## config.mk

```make
export PLATFORM = sky130hd
export DESIGN_NAME = ppb_program_loader
export DESIGN_NICKNAME = d
export VERILOG_FILES = /design/src/rtl/ppb_pkg.sv /design/src/rtl/ppb_input_conditioner.sv /design/src/rtl/ppb_program_loader.sv
export SDC_FILE = /design/constraint.sdc
export NUM_CORES = 1
export LEC_CHECK = 0
export BUFFER_PORTS_ARGS = -buffer_cell sky130_fd_sc_hd__buf_4
export CAP_MARGIN = 20
export CELL_PAD_IN_SITES_DETAIL_PLACEMENT = 0
export CELL_PAD_IN_SITES_GLOBAL_PLACEMENT = 1
export CORE_ASPECT_RATIO = 0.7
export CORE_UTILIZATION = 43
export DETAILED_ROUTE_END_ITERATION = 16
export HOLD_SLACK_MARGIN = 0.1
export PLACE_DENSITY_LB_ADDON = 0.1
export SLEW_MARGIN = 20
export SYNTH_ARGS = -nofsm -noshare
export SYNTH_HDL_FRONTEND = slang
export SYNTH_SLANG_ARGS = --single-unit
```

## constraint.sdc

```tcl
create_clock -name clk -period 1.99 [get_ports clk]
set_input_delay 0.2985 -clock clk [delete_from_list [all_inputs] [get_ports clk]]
set_output_delay 0.2985 -clock clk [all_outputs]
set_load 0.02 [all_outputs]
```

## src/rtl/ppb_pkg.sv

```systemverilog
// Shared state type, Fibonacci program image and PPB pin map for the program loader.
package ppb_pkg;

    typedef enum logic [2:0] {
        IDLE,
        PROG,
        WRITE,
        FIB,
        RELEASE
    } ppb_load_state_t;

    localparam int unsigned FIB_LEN = 16;

    // Built-in Fibonacci program, written to addresses 0..FIB_LEN-1 on a preload request.
    localparam logic [7:0] FIB_PROG [FIB_LEN] = '{
        8'h10, 8'h00, 8'h11, 8'h01,
        8'h22, 8'h01, 8'h30, 8'hF0,
        8'h41, 8'h50, 8'h12, 8'h60,
        8'h04, 8'h00, 8'hFF, 8'h00
    };

    localparam int unsigned PPB_BIT_ADDR_LO = 3;
    localparam int unsigned PPB_BIT_DATA_LO = 11;
    localparam int unsigned PPB_BIT_PROG_EN = 19;
    localparam int unsigned PPB_BIT_FIB     = 20;
    localparam int unsigned PPB_BIT_WRITE   = 21;

endpackage

```

## src/rtl/ppb_input_conditioner.sv

```systemverilog
// Synchronizer, debouncer and rising-edge request generator for one PPB strobe input.
module ppb_input_conditioner #(
    parameter int unsigned SYNC_STAGES     = 2,
    parameter int unsigned DEBOUNCE_CYCLES = 16
) (
    input  logic clk,
    input  logic reset,
    input  logic i_async,
    output logic o_req
);

    localparam int unsigned CNT_W = (DEBOUNCE_CYCLES > 1) ? $clog2(DEBOUNCE_CYCLES) : 1;

    logic [SYNC_STAGES-1:0] r_sync;
    logic [CNT_W-1:0]       r_cnt;
    logic                   r_stable;
    logic                   r_req;
    logic                   w_synced;

    assign w_synced = r_sync[SYNC_STAGES-1];
    assign o_req    = r_req;

    always_ff @(posedge clk) begin
        if (reset) begin
            r_sync   <= '0;
            r_cnt    <= '0;
            r_stable <= 1'b0;
            r_req    <= 1'b0;
        end else begin
            r_sync <= (r_sync << 1) | SYNC_STAGES'(i_async);
            r_req  <= 1'b0;
            if (w_synced == r_stable) begin
                r_cnt <= '0;
            end else if (r_cnt == CNT_W'(DEBOUNCE_CYCLES - 1)) begin
                // Request fires together with the stable update, on 0->1 only.
                r_cnt    <= '0;
                r_stable <= w_synced;
                r_req    <= w_synced;
            end else begin
                r_cnt <= r_cnt + CNT_W'(1);
            end
        end
    end

endmodule

```

## src/rtl/ppb_program_loader.sv

```systemverilog
// Turns PPB programming inputs into single-cycle program-memory writes and holds the CPU in reset meanwhile.
module ppb_program_loader
    import ppb_pkg::*;
#(
    parameter int unsigned SYNC_STAGES     = 2,
    parameter int unsigned DEBOUNCE_CYCLES = 16
) (
    input  logic        clk,
    input  logic        reset,
    input  logic        prog_en_in,
    input  logic [7:0]  prog_addr_in,
    input  logic [7:0]  prog_data_in,
    input  logic        prog_write_in,
    input  logic        fib_prog_in,
    output logic        cpu_hold,
    output logic [15:0] mem_addr,
    output logic [7:0]  mem_wdata,
    output logic        mem_we,
    output logic        busy,
    output logic [7:0]  write_count
);

    localparam int unsigned IDX_W = $clog2(FIB_LEN);

    logic [16:0]      r_bus_sync [SYNC_STAGES];
    ppb_load_state_t  r_state;
    logic [IDX_W-1:0] r_idx;

    logic             w_prog_en;
    logic [7:0]       w_addr;
    logic [7:0]       w_data;
    logic             w_wr_req;
    logic             w_fib_req;
    logic [IDX_W-1:0] w_idx_next;

    assign {w_prog_en, w_addr, w_data} = r_bus_sync[SYNC_STAGES-1];
    assign w_idx_next = r_idx + IDX_W'(1);

    always_ff @(posedge clk) begin
        if (reset) begin
            for (int unsigned s = 0; s < SYNC_STAGES; s++) r_bus_sync[s] <= '0;
        end else begin
            r_bus_sync[0] <= {prog_en_in, prog_addr_in, prog_data_in};
            for (int unsigned s = 1; s < SYNC_STAGES; s++) r_bus_sync[s] <= r_bus_sync[s-1];
        end
    end

    ppb_input_conditioner #(
        .SYNC_STAGES    (SYNC_STAGES),
        .DEBOUNCE_CYCLES(DEBOUNCE_CYCLES)
    ) u_wr_cond (
        .clk    (clk),
        .reset  (reset),
        .i_async(prog_write_in),
        .o_req  (w_wr_req)
    );

    ppb_input_conditioner #(
        .SYNC_STAGES    (SYNC_STAGES),
        .DEBOUNCE_CYCLES(DEBOUNCE_CYCLES)
    ) u_fib_cond (
        .clk    (clk),
        .reset  (reset),
        .i_async(fib_prog_in),
        .o_req  (w_fib_req)
    );

    // Outputs are registered on state entry so a write is visible in the same cycle as WRITE/FIB.
    always_ff @(posedge clk) begin
        if (reset) begin
            r_state     <= IDLE;
            r_idx       <= '0;
            cpu_hold    <= 1'b0;
            mem_addr    <= '0;
            mem_wdata   <= '0;
            mem_we      <= 1'b0;
            busy        <= 1'b0;
            write_count <= '0;
        end else begin
            mem_we <= 1'b0;
            busy   <= 1'b0;
            case (r_state)
                IDLE: begin
                    if (w_fib_req) begin
                        r_state     <= FIB;
                        r_idx       <= '0;
                        cpu_hold    <= 1'b1;
                        mem_we      <= 1'b1;
                        busy        <= 1'b1;
                        mem_addr    <= '0;
                        mem_wdata   <= FIB_PROG[0];
                        write_count <= write_count + 8'd1;
                    end else if (w_prog_en) begin
                        r_state  <= PROG;
                        cpu_hold <= 1'b1;
                    end
                end
                PROG: begin
                    if (w_fib_req) begin
                        r_state     <= FIB;
                        r_idx       <= '0;
                        mem_we      <= 1'b1;
                        busy        <= 1'b1;
                        mem_addr    <= '0;
                        mem_wdata   <= FIB_PROG[0];
                        write_count <= write_count + 8'd1;
                    end else if (w_wr_req) begin
                        r_state     <= WRITE;
                        mem_we      <= 1'b1;
                        busy        <= 1'b1;
                        mem_addr    <= {8'h00, w_addr};
                        mem_wdata   <= w_data;
                        write_count <= write_count + 8'd1;
                    end else if (!w_prog_en) begin
                        r_state <= RELEASE;
                    end
                end
                WRITE: begin
                    r_state <= PROG;
                end
                FIB: begin
                    if (r_idx == IDX_W'(FIB_LEN - 1)) begin
                        r_idx   <= '0;
                        r_state <= w_prog_en ? PROG : RELEASE;
                    end else begin
                        r_idx       <= w_idx_next;
                        mem_we      <= 1'b1;
                        busy        <= 1'b1;
                        mem_addr    <= {8'h00, 8'(w_idx_next)};
                        mem_wdata   <= FIB_PROG[w_idx_next];
                        write_count <= write_count + 8'd1;
                    end
                end
                RELEASE: begin
                    r_state  <= IDLE;
                    cpu_hold <= 1'b0;
                end
                default: begin
                    r_state  <= IDLE;
                    cpu_hold <= 1'b0;
                end
            endcase
        end
    end

endmodule

```

==> results of run 1 <==
[logic make-up (layout without fill, tap and decap cells)]
family / Yosys count / in the layout / synth area share [%]
adder cells (fa/ha/maj): 10 / 10 / 3.68
flip-flops: 83 / 83 / 48.8
other: 1 / 8 / 0.110
AO/OA/AOI/OAI: 51 / 51 / 11.8
AND/OR/NAND/NOR: 150 / 150 / 23.4
XOR/XNOR: 16 / 16 / 4.56
multiplexers: 5 / 5 / 1.47
buffers and inverters: 32 / 77 / 6.14
[critical path: cells and delay by family (launching register included)]
kind / cells / cell delay [ps]
buf+inv: 1 / 260
simple gates: 2 / 390
flops: 1 / 420
compound gates: 2 / 410
fa+ha+maj: 1 / 200
[per-layer routing]
layer	vias up	share of wire (%)	track usage (%)
li1	1252	-	-
met4	0	1.2	5.68
met3	7	4.8	5.82
met1	1114	52	24.2
met5	-	0	0
met2	53	42	24.5
[final cells by class]
class                           count  area, um2  share of cell area, %
Inverter                            4       15.0                  0.367
Multi-Input combinational cell    240       1560                   38.1
Tap cell                           98        123                   3.00
Clock inverter                      6       75.1                   1.83
Sequential cell                    83       1660                   40.6
Timing Repair Buffer               57        428                   10.5
Clock buffer                       10        229                   5.60
[power by group]
part	leakage (nW)	internal (mW)	switching [mW]
logic	0.903	0.0594	0.0651
registers	0.677	1.70	0.0176
clock network	0.145	0.987	0.670
[state kept, by name, summed over array words and instances (netlist names), 2 cells and up]
signal,flops
write_count,8
u_fib_cond.r_sync,2
u_wr_cond.r_cnt,4
mem_addr,8
r_idx,4
u_wr_cond.r_sync,2
mem_wdata,8
r_state,3
r_bus_sync,34
u_fib_cond.r_cnt,4
[layout by cell type, fill, tap and decap left out, drive strengths merged, types with 3 or more instances in the layout]
cell type  Yosys  routed
dfxtp         83      83
a211oi         4       4
buf           22      57
ha            10      10
and3           7       7
clkinv         0       3
nor2          38      38
inv            4       5
nor3          10      10
xor2           7       7
conb           1       8
a221oi         4       4
mux2i          5       5
nand3         15      15
a21o           3       3
xnor2          9       9
nand2         30      30
o21ai          5       5
nor2b         39      39
a22oi          3       3
clkbuf         6      10
a21oi         16      16
[worst max path at each step]
stage | start | end | slack, ps | cells after the start
6_report | r_idx[1] | mem_addr[3] | 220 | 6
5_1_grt | r_idx[1] | mem_wdata[5] | 80 | 6
4_1_cts | r_idx[1] | mem_addr[3] | 220 | 6
3_5_place_dp | r_idx[1] | mem_addr[3] | 250 | 6
3_3_place_gp | r_idx[1] | mem_addr[3] | 290 | 6
2_1_floorplan | r_idx[0] | mem_wdata[7] | 230 | 7
[metrics by stage]
| step | area (um2) | std cells | setup slack [ps] | util [%] |
|---|---|---|---|---|
| floorplan | 3430 | 355 | 233 | - |
| global placement | 3790 | 482 | 287 | 50.6 |
| detailed placement | 3790 | 482 | 245 | 50.6 |
| CTS | 4090 | 498 | 220 | 54.7 |
| global route | 4090 | 498 | 77.7 | 54.7 |
| finish | 4090 | 498 | 223 | 54.7 |
==> results_dict.tcl, run 1 <==
set metrics [dict create \
    ctsHtreeMaxLevel 3 \
    crit_chain "ha_1 -> and3_4 -> a2bb2oi_4 -> buf_4 -> a211oi_1 -> nor3_1" \
    yosysTopAreaCell "dfxtp_1" \
    postCtsSetupBuffers 0 \
    start_util_pct 45.5 \
    finalSetupViolations 0 \
    synth_top_area_share_pct 48.8 \
    first_pass_iters 4 \
    post_cts_resized 0 \
    synth_common_cells "83 x dfxtp_1, 39 x nor2b_1, 35 x nor2_1, 30 x nand2_1, 16 x a21oi_1" \
    clock_latency_ps 330 \
    cap_violations 0 \
    cts_buffers 9 \
    gp_congestion 0.805 \
    maxSlewViolCount 0 \
    powerDensity_mw_per_mm2 855 \
    end_kind "flip-flop" \
    cp_data_arrival_time_ps 2020 \
    rsz0062_at_grt "false" \
    vdd_drop_max_mv 0.568 \
    boundaryPins 56 \
    syn_inst 348 \
    period_needed_ps 1770 \
    drt_iter0_markers 94 \
    post-route-drc-count 0 \
    core-area_mm2 0.00748 \
    yosysUniqueCellTypes 55 \
    cpPeakStageDelay_ps 420 \
    final_net_count 426 \
    routed_via_density 4.87 \
    num_vias 2426 \
    wl_um 6450 \
    final.setup.tns_ps 0 \
    grt_pass1_vias 2223 \
    grt.total_usage_pct 17.2 \
    syn_to_final_growth_pct 20.2 \
    root_buffer "clkbuf_16" \
    port_buffers 47 \
    clockBufferDepth 2 \
    slowest_stage "dfxtp_1" \
    ys_seq_elements 83 \
    n_antenna_cell 0 \
    antenna_found_initial 0 \
    worstSetupPathType "flip-flop to flip-flop" \
    hold_path.class "primary input to flip-flop" \
    die_h_um 76.4 \
    crit_fanout 14 \
    hold_ws_ps 172 \
    clk_pin_slew_ps 60 \
    fmax_ghz 0.566 \
    finalCritPeriodShare_pct 88.8 \
    status "finished, final reports clean" \
    worstPathRequired_ps 2250 \
    row_count 26 \
    die_w_um 108 \
    synth.cell_area_mm2 0.00340 \
    synth_area_leaders "dfxtp_1 49%, nor2b_1 7.2%, nor2_1 3.9%" \
    final.setup_skew_ps 4.30 \
    worstHoldStart "prog_addr_in[2]" \
    postRouteAntennaNets 0 \
    min_to "r_bus_sync[0][10]" \
    cts_tree "built" \
    final_layout_size_suffix_gt1_share_pct 22.8 \
    cts.sinks 83 \
    rr_startpoint "r_idx[1]" \
    fillers 698 \
    p_leak_nw 1.72 \
    synth_ff_type "dfxtp_1" \
    grt_max_degree 33 \
    wl_per_cell_um 13.0 \
    synth.most_common_cell "dfxtp_1" \
    die_area_mm2 0.00828 \
    startpoint_type "flip-flop" \
    cts-hold-fix-buffers 0 \
    reg2reg_depth 6 \
    rr_endpoint "mem_addr[3]" \
    overflow 0 \
    ys_seq_area_share_pct 48.8 \
    ys_async_sr_fraction_pct 0 \
    dp_hpwl_um 4630 \
    synth_edf_count 0 \
    power_mw 3.50 \
    whs_path_depth 2 \
    synth.avg_cell_area_um2 9.78 \
    reg2reg_slack_ps 220 \
    grt_first_pass_wirelength_um 10900 \
    hold_violations 0 \
    ys_warn_count 0 \
]
Note: power is estimated with default switching activity, not from simulation.
==> run 2, diff against run 1 <==
--- a/config.mk
+++ b/config.mk
@@ -10,6 +10,7 @@
 export CELL_PAD_IN_SITES_DETAIL_PLACEMENT = 0
 export CELL_PAD_IN_SITES_GLOBAL_PLACEMENT = 1
 export CORE_ASPECT_RATIO = 0.7
+export CORE_MARGIN = 4
 export CORE_UTILIZATION = 43
 export DETAILED_ROUTE_END_ITERATION = 16
 export HOLD_SLACK_MARGIN = 0.1
==> run 2 against run 1 <==
Register-to-register slack worse by 20 ps. Core utilization is 0.23 points higher. Cell area is 0.43% higher. Critical path type unchanged. First-iteration DRC count is 53% higher. Sequential power hardly changed. Die area is 14% higher. Clock-buffer cell count is 1 lower. Highest routed layer unchanged. Clock power hardly changed. Critical path depth stayed put.
==> results_dict.tcl, run 2 (synthesized netlist as in run 1, its figures left out) <==
set metrics [dict create \
    finalSetupViolations 0 \
    regMostFlops "r_bus_sync" \
    num_vias 2412 \
    clk_pin_slew_ps 60 \
    overflow 0 \
    cp_data_arrival_time_ps 2030 \
    dp.cells 482 \
    min_to "r_bus_sync[0][9]" \
    postCtsSetupBuffers 0 \
    crit_start "r_idx[1]" \
    final_net_count 426 \
    row_count 26 \
    wl_per_cell_um 13.0 \
    dp_hpwl_um 4680 \
    die_h_um 82.4 \
    worstSetupPathType "flip-flop to flip-flop" \
    fmax_ghz 0.560 \
    combPwrFrac_pct 3.6 \
    grt_first_pass_wirelength_um 11100 \
    postRouteAntennaNets 0 \
    pwr-share-clk_pct 47.8 \
    clock_latency_ps 330 \
    whs_path_depth 2 \
    start_util_pct 45.5 \
    core-area_mm2 0.00748 \
    final.setup_skew_ps 5.66 \
    internal_power_mw 2.76 \
    fin_cells 498 \
    die_w_um 114 \
    status "finished, final reports clean" \
    rsz0062_at_grt "false" \
    layout_commonest_cell "dfxtp_1" \
    fin_ws_ps 204 \
    grt_max_degree 62 \
    crit_fanout 17 \
    antenna_found_initial 0 \
    pre_cts_ws_ps 233 \
    hold_path.class "primary input to flip-flop" \
    final.setup.tns_ps 0 \
    syn_to_final_growth_pct 20.7 \
    first_pass_iters 5 \
    finalCritPeriodShare_pct 89.8 \
    reg2reg_slack_ps 200 \
    cts.sinks 83 \
    final_cell_mix "83 x dfxtp_1, 56 x buf_4, 39 x nor2b_1" \
    grt_pass1_vias 2311 \
    power_switching_mw 0.773 \
    drt_iter0_markers 144 \
    ctsHtreeMaxLevel 3 \
    clockBufferDepth 2 \
    grt.total_usage_pct 15.0 \
    largest_reg_flops 34 \
    cts_buffers 9 \
    maxSlewViolCount 0 \
    cts_tree "built" \
    post-route-drc-count 0 \
    cts-hold-fix-buffers 0 \
    final_core_util_pct 54.9 \
    startpoint_type "flip-flop" \
    reg2reg_depth 6 \
    post_cts_resized 0 \
    rr_endpoint "mem_wdata[1]" \
    worstPathRequired_ps 2240 \
    gp_congestion 0.868 \
    period_needed_ps 1790 \
    powerDensity_mw_per_mm2 860 \
    rr_startpoint "r_idx[1]" \
    boundaryPins 56 \
    hold_violations 0 \
    seqCellArea_mm2 0.00166 \
    netSwitchingFraction_pct 21.9 \
    die_area_mm2 0.00943 \
    p_seq_share_pct 48.7 \
    cap_violations 0 \
    worstHoldStart "prog_addr_in[1]" \
    port_buffers 47 \
    routed_via_density 4.84 \
    final_layout_size_suffix_gt1_share_pct 23.0 \
    multi_input_area_mm2 0.00156 \
    wl_um 6490 \
    n_antenna_cell 0 \
    p_leak_nw 1.74 \
    root_buffer "clkbuf_16" \
    fillers 708 \
    end_kind "flip-flop" \
    vdd_drop_max_mv 0.418 \
]
run 2: per-stage QoR:
stage / instance area [um2] / hold slack (ps) / power (mW)
6_report: 4110 / 173 / 3.53
5_1_grt: 4110 / 166 / 3.67
4_1_cts: 4110 / 159 / 3.59
3_5_place_dp: 3800 / 425 / 1.88
3_3_place_gp: 3800 / 418 / 1.88
2_1_floorplan: 3430 / 414 / 1.85
run 2: how the worst max path moves through the flow:
stage	to	slack [ps]	cells after the start
4_1_cts	mem_wdata[1]	220	6
6_report	mem_wdata[1]	200	6
2_1_floorplan	mem_wdata[7]	230	7
5_1_grt	mem_wdata[7]	60	6
3_3_place_gp	mem_wdata[7]	280	6
3_5_place_dp	mem_wdata[7]	230	5
run 2: routing by layer:
| layer | global-route usage (%) | share of wire [%] | vias to the layer above | wire (um) |
|---|---|---|---|---|
| met5 | 0 | 0 | - | 0 |
| met2 | 21.6 | 42 | 60 | 2700 |
| met3 | 5.17 | 5.9 | 4 | 383 |
| li1 | - | - | 1256 | - |
| met4 | 3.56 | 0.52 | 0 | 34 |
| met1 | 21.6 | 52 | 1092 | 3370 |
run 2: area by class of cell:
| class | count | area share (%) |
|---|---|---|
| Multi-Input combinational cell | 240 | 38.0 |
| Clock buffer | 9 | 5.48 |
| Timing Repair Buffer | 57 | 10.7 |
| Inverter | 4 | 0.365 |
| Clock inverter | 7 | 2.04 |
| Sequential cell | 83 | 40.4 |
| Tap cell | 98 | 2.98 |
run 2: critical path: stages (launching register included):
cell and delay, ps:
dfxtp_1 420, ha_1 290, and3_4 260, a2bb2oi_4 140, buf_4 230, a21oi_1 90
a311oi_2 260
run 2: power groups by stage:
stage | Combinational (mW) | Sequential [mW] | Clock, mW
global route | 0.141 | 1.72 | 1.81
detailed placement | 0.128 | 1.76 | 0
finish | 0.126 | 1.72 | 1.69
CTS | 0.128 | 1.72 | 1.74
floorplan | 0.0990 | 1.75 | 0
global placement | 0.126 | 1.76 | 0
==> run 3, diff against run 2 <==
==> constraint.sdc (replaced) <==
create_clock -name clk -period 1.99 [get_ports clk]
set_input_delay 0.199 -clock clk [delete_from_list [all_inputs] [get_ports clk]]
set_output_delay 0.199 -clock clk [all_outputs]
set_load 0.02 [all_outputs]
==> run 3 against run 2 <==
Sequential share of layout area down 1.8 points. Core utilization up 2.5 points. Via count up 3.4%. Clock power about the same. Critical path type unchanged.
==> results_dict.tcl, run 3 (synthesized netlist as in run 1, its figures left out) <==
set metrics [dict create \
    final_core_util_pct 57.5 \
    layout_commonest_cell "dfxtp_1" \
    final_net_count 445 \
    regMostFlops "r_bus_sync" \
    maxSlewViolCount 0 \
    crit_buf_inv 1 \
    die_area_mm2 0.00943 \
    cap_violations 0 \
    num_vias 2494 \
    die_h_um 82.4 \
    status "finished, final reports clean" \
    routed_via_density 4.82 \
    wl_per_cell_um 12.9 \
    grt.total_usage_pct 15.5 \
    post-route-drc-count 0 \
    root_buffer "clkbuf_16" \
    period_needed_ps 1800 \
    clock_latency_ps 330 \
    crit_chain "ha_1 -> and3_4 -> a2bb2oi_4 -> buf_4 -> a21oi_1 -> a311oi_2" \
    slowest_stage "dfxtp_1" \
    postCtsSetupBuffers 0 \
    cts_buffers 9 \
    grt_first_pass_wirelength_um 11400 \
    startpoint_type "flip-flop" \
    first_pass_iters 5 \
    hold_path.class "primary input to flip-flop" \
    postRouteAntennaNets 0 \
    final.setup.tns_ps 0 \
    wl_um 6680 \
    finalCritPeriodShare_pct 90.5 \
    cts_tree "built" \
    p_leak_nw 1.82 \
    overflow 0 \
    start_util_pct 45.5 \
    powerDensity_mw_per_mm2 830 \
    row_count 26 \
    worstSetupPathType "flip-flop to flip-flop" \
    finalSetupViolations 0 \
    hold_violations 0 \
    grt_pass1_vias 2377 \
    end_kind "flip-flop" \
    drt_iter0_markers 131 \
    die_w_um 114 \
    largest_reg_flops 34 \
    fmax_ghz 0.556 \
    cp_top_family "compound AO/OA/AOI/OAI gates" \
    cpPeakStageDelay_ps 430 \
    final_cell_mix "83 x dfxtp_1, 56 x buf_4, 39 x nor2b_1" \
    cts.sinks 83 \
    reg2reg_slack_ps 190 \
    clockBufferDepth 2 \
    crit_fanout 17 \
    core-area_mm2 0.00748 \
    ctsHtreeMaxLevel 3 \
    fillers 684 \
    port_buffers 47 \
    dp_hpwl_um 4680 \
    syn_to_final_growth_pct 26.3 \
    final.setup_skew_ps 5.78 \
    gp_congestion 0.868 \
    n_antenna_cell 0 \
    grt_max_degree 62 \
    worstPathRequired_ps 2240 \
    final_layout_size_suffix_gt1_share_pct 22.0 \
    antenna_found_initial 0 \
    boundaryPins 56 \
    clk_pin_slew_ps 60 \
    rsz0062_at_grt "false" \
    cp_data_arrival_time_ps 2050 \
    vdd_drop_max_mv 0.407 \
]
[run 3: cell types whose count changed in the layout (fill, tap and decap cells not counted), sizes merged]
cell         before  now
dlygate4sd3       0   19
[run 3: layout make-up]
| type | count | area, um2 | area share [%] |
|---|---|---|---|
| flip-flops and latches | 83 | 1660 | 38.6 |
| clock buffers | 9 | 225 | 5.24 |
| multi-input cells | 240 | 1560 | 36.3 |
| inverters | 4 | 15.0 | 0.349 |
| well taps | 98 | 123 | 2.85 |
| clock inverters | 7 | 83.8 | 1.95 |
| repair buffers | 76 | 631 | 14.7 |
[run 3: worst reg2reg max path, delay by kind of cell, from the launching register on]
kind,cells,cell delay (ps)
buffers and inverters,1,230
AOI/OAI and AO/OA,3,490
adders and majority gates,1,300
DFF,1,430
and+or+nand+nor,1,260
[run 3: power breakdown]
group	total (mW)	switching, mW	internal [mW]
Clock	1.69	0.693	0.998
Combinational	0.156	0.0709	0.0851
Sequential	1.72	0.0182	1.70
Total	3.57	0.782	2.78
[run 3: per-layer routing]
metal | part of all wire (%) | vias up | GRT usage [%]
met5 | 0 | - | 0
met4 | 0.51 | 0 | 3.56
met3 | 5.4 | 4 | 5.10
met2 | 43 | 54 | 23.1
met1 | 51 | 1142 | 21.7
li1 | - | 1294 | -
[run 3: worst paths after layout]
kind	cells past startpoint	end	startpoint
worst max-delay path	6	mem_wdata[1]	r_idx[1]
worst min-delay path	2	r_idx[2]	reset
worst max register to register	6	mem_wdata[1]	r_idx[1]
worst min register to register	1	u_wr_cond.r_sync[1]	u_wr_cond.r_sync[0]
[run 3: through the flow]
step	instances	setup WS [ps]	hold WS, ps	cell area [um2]	power, mW
finish	517	190	188	4300	3.57
global route	517	62.6	207	4300	3.70
CTS	517	216	176	4300	3.62
detailed placement	482	233	413	3800	1.88
global placement	482	279	410	3800	1.88
floorplan	355	233	327	3430	1.85
[run 3: timing repair]
| item | CTS | global route |
|---|---|---|
| hold buffers | 19 | 0 |
| endpoints found under the hold margin | 19 | 0 |
| gates resized for setup | 0 | 0 |
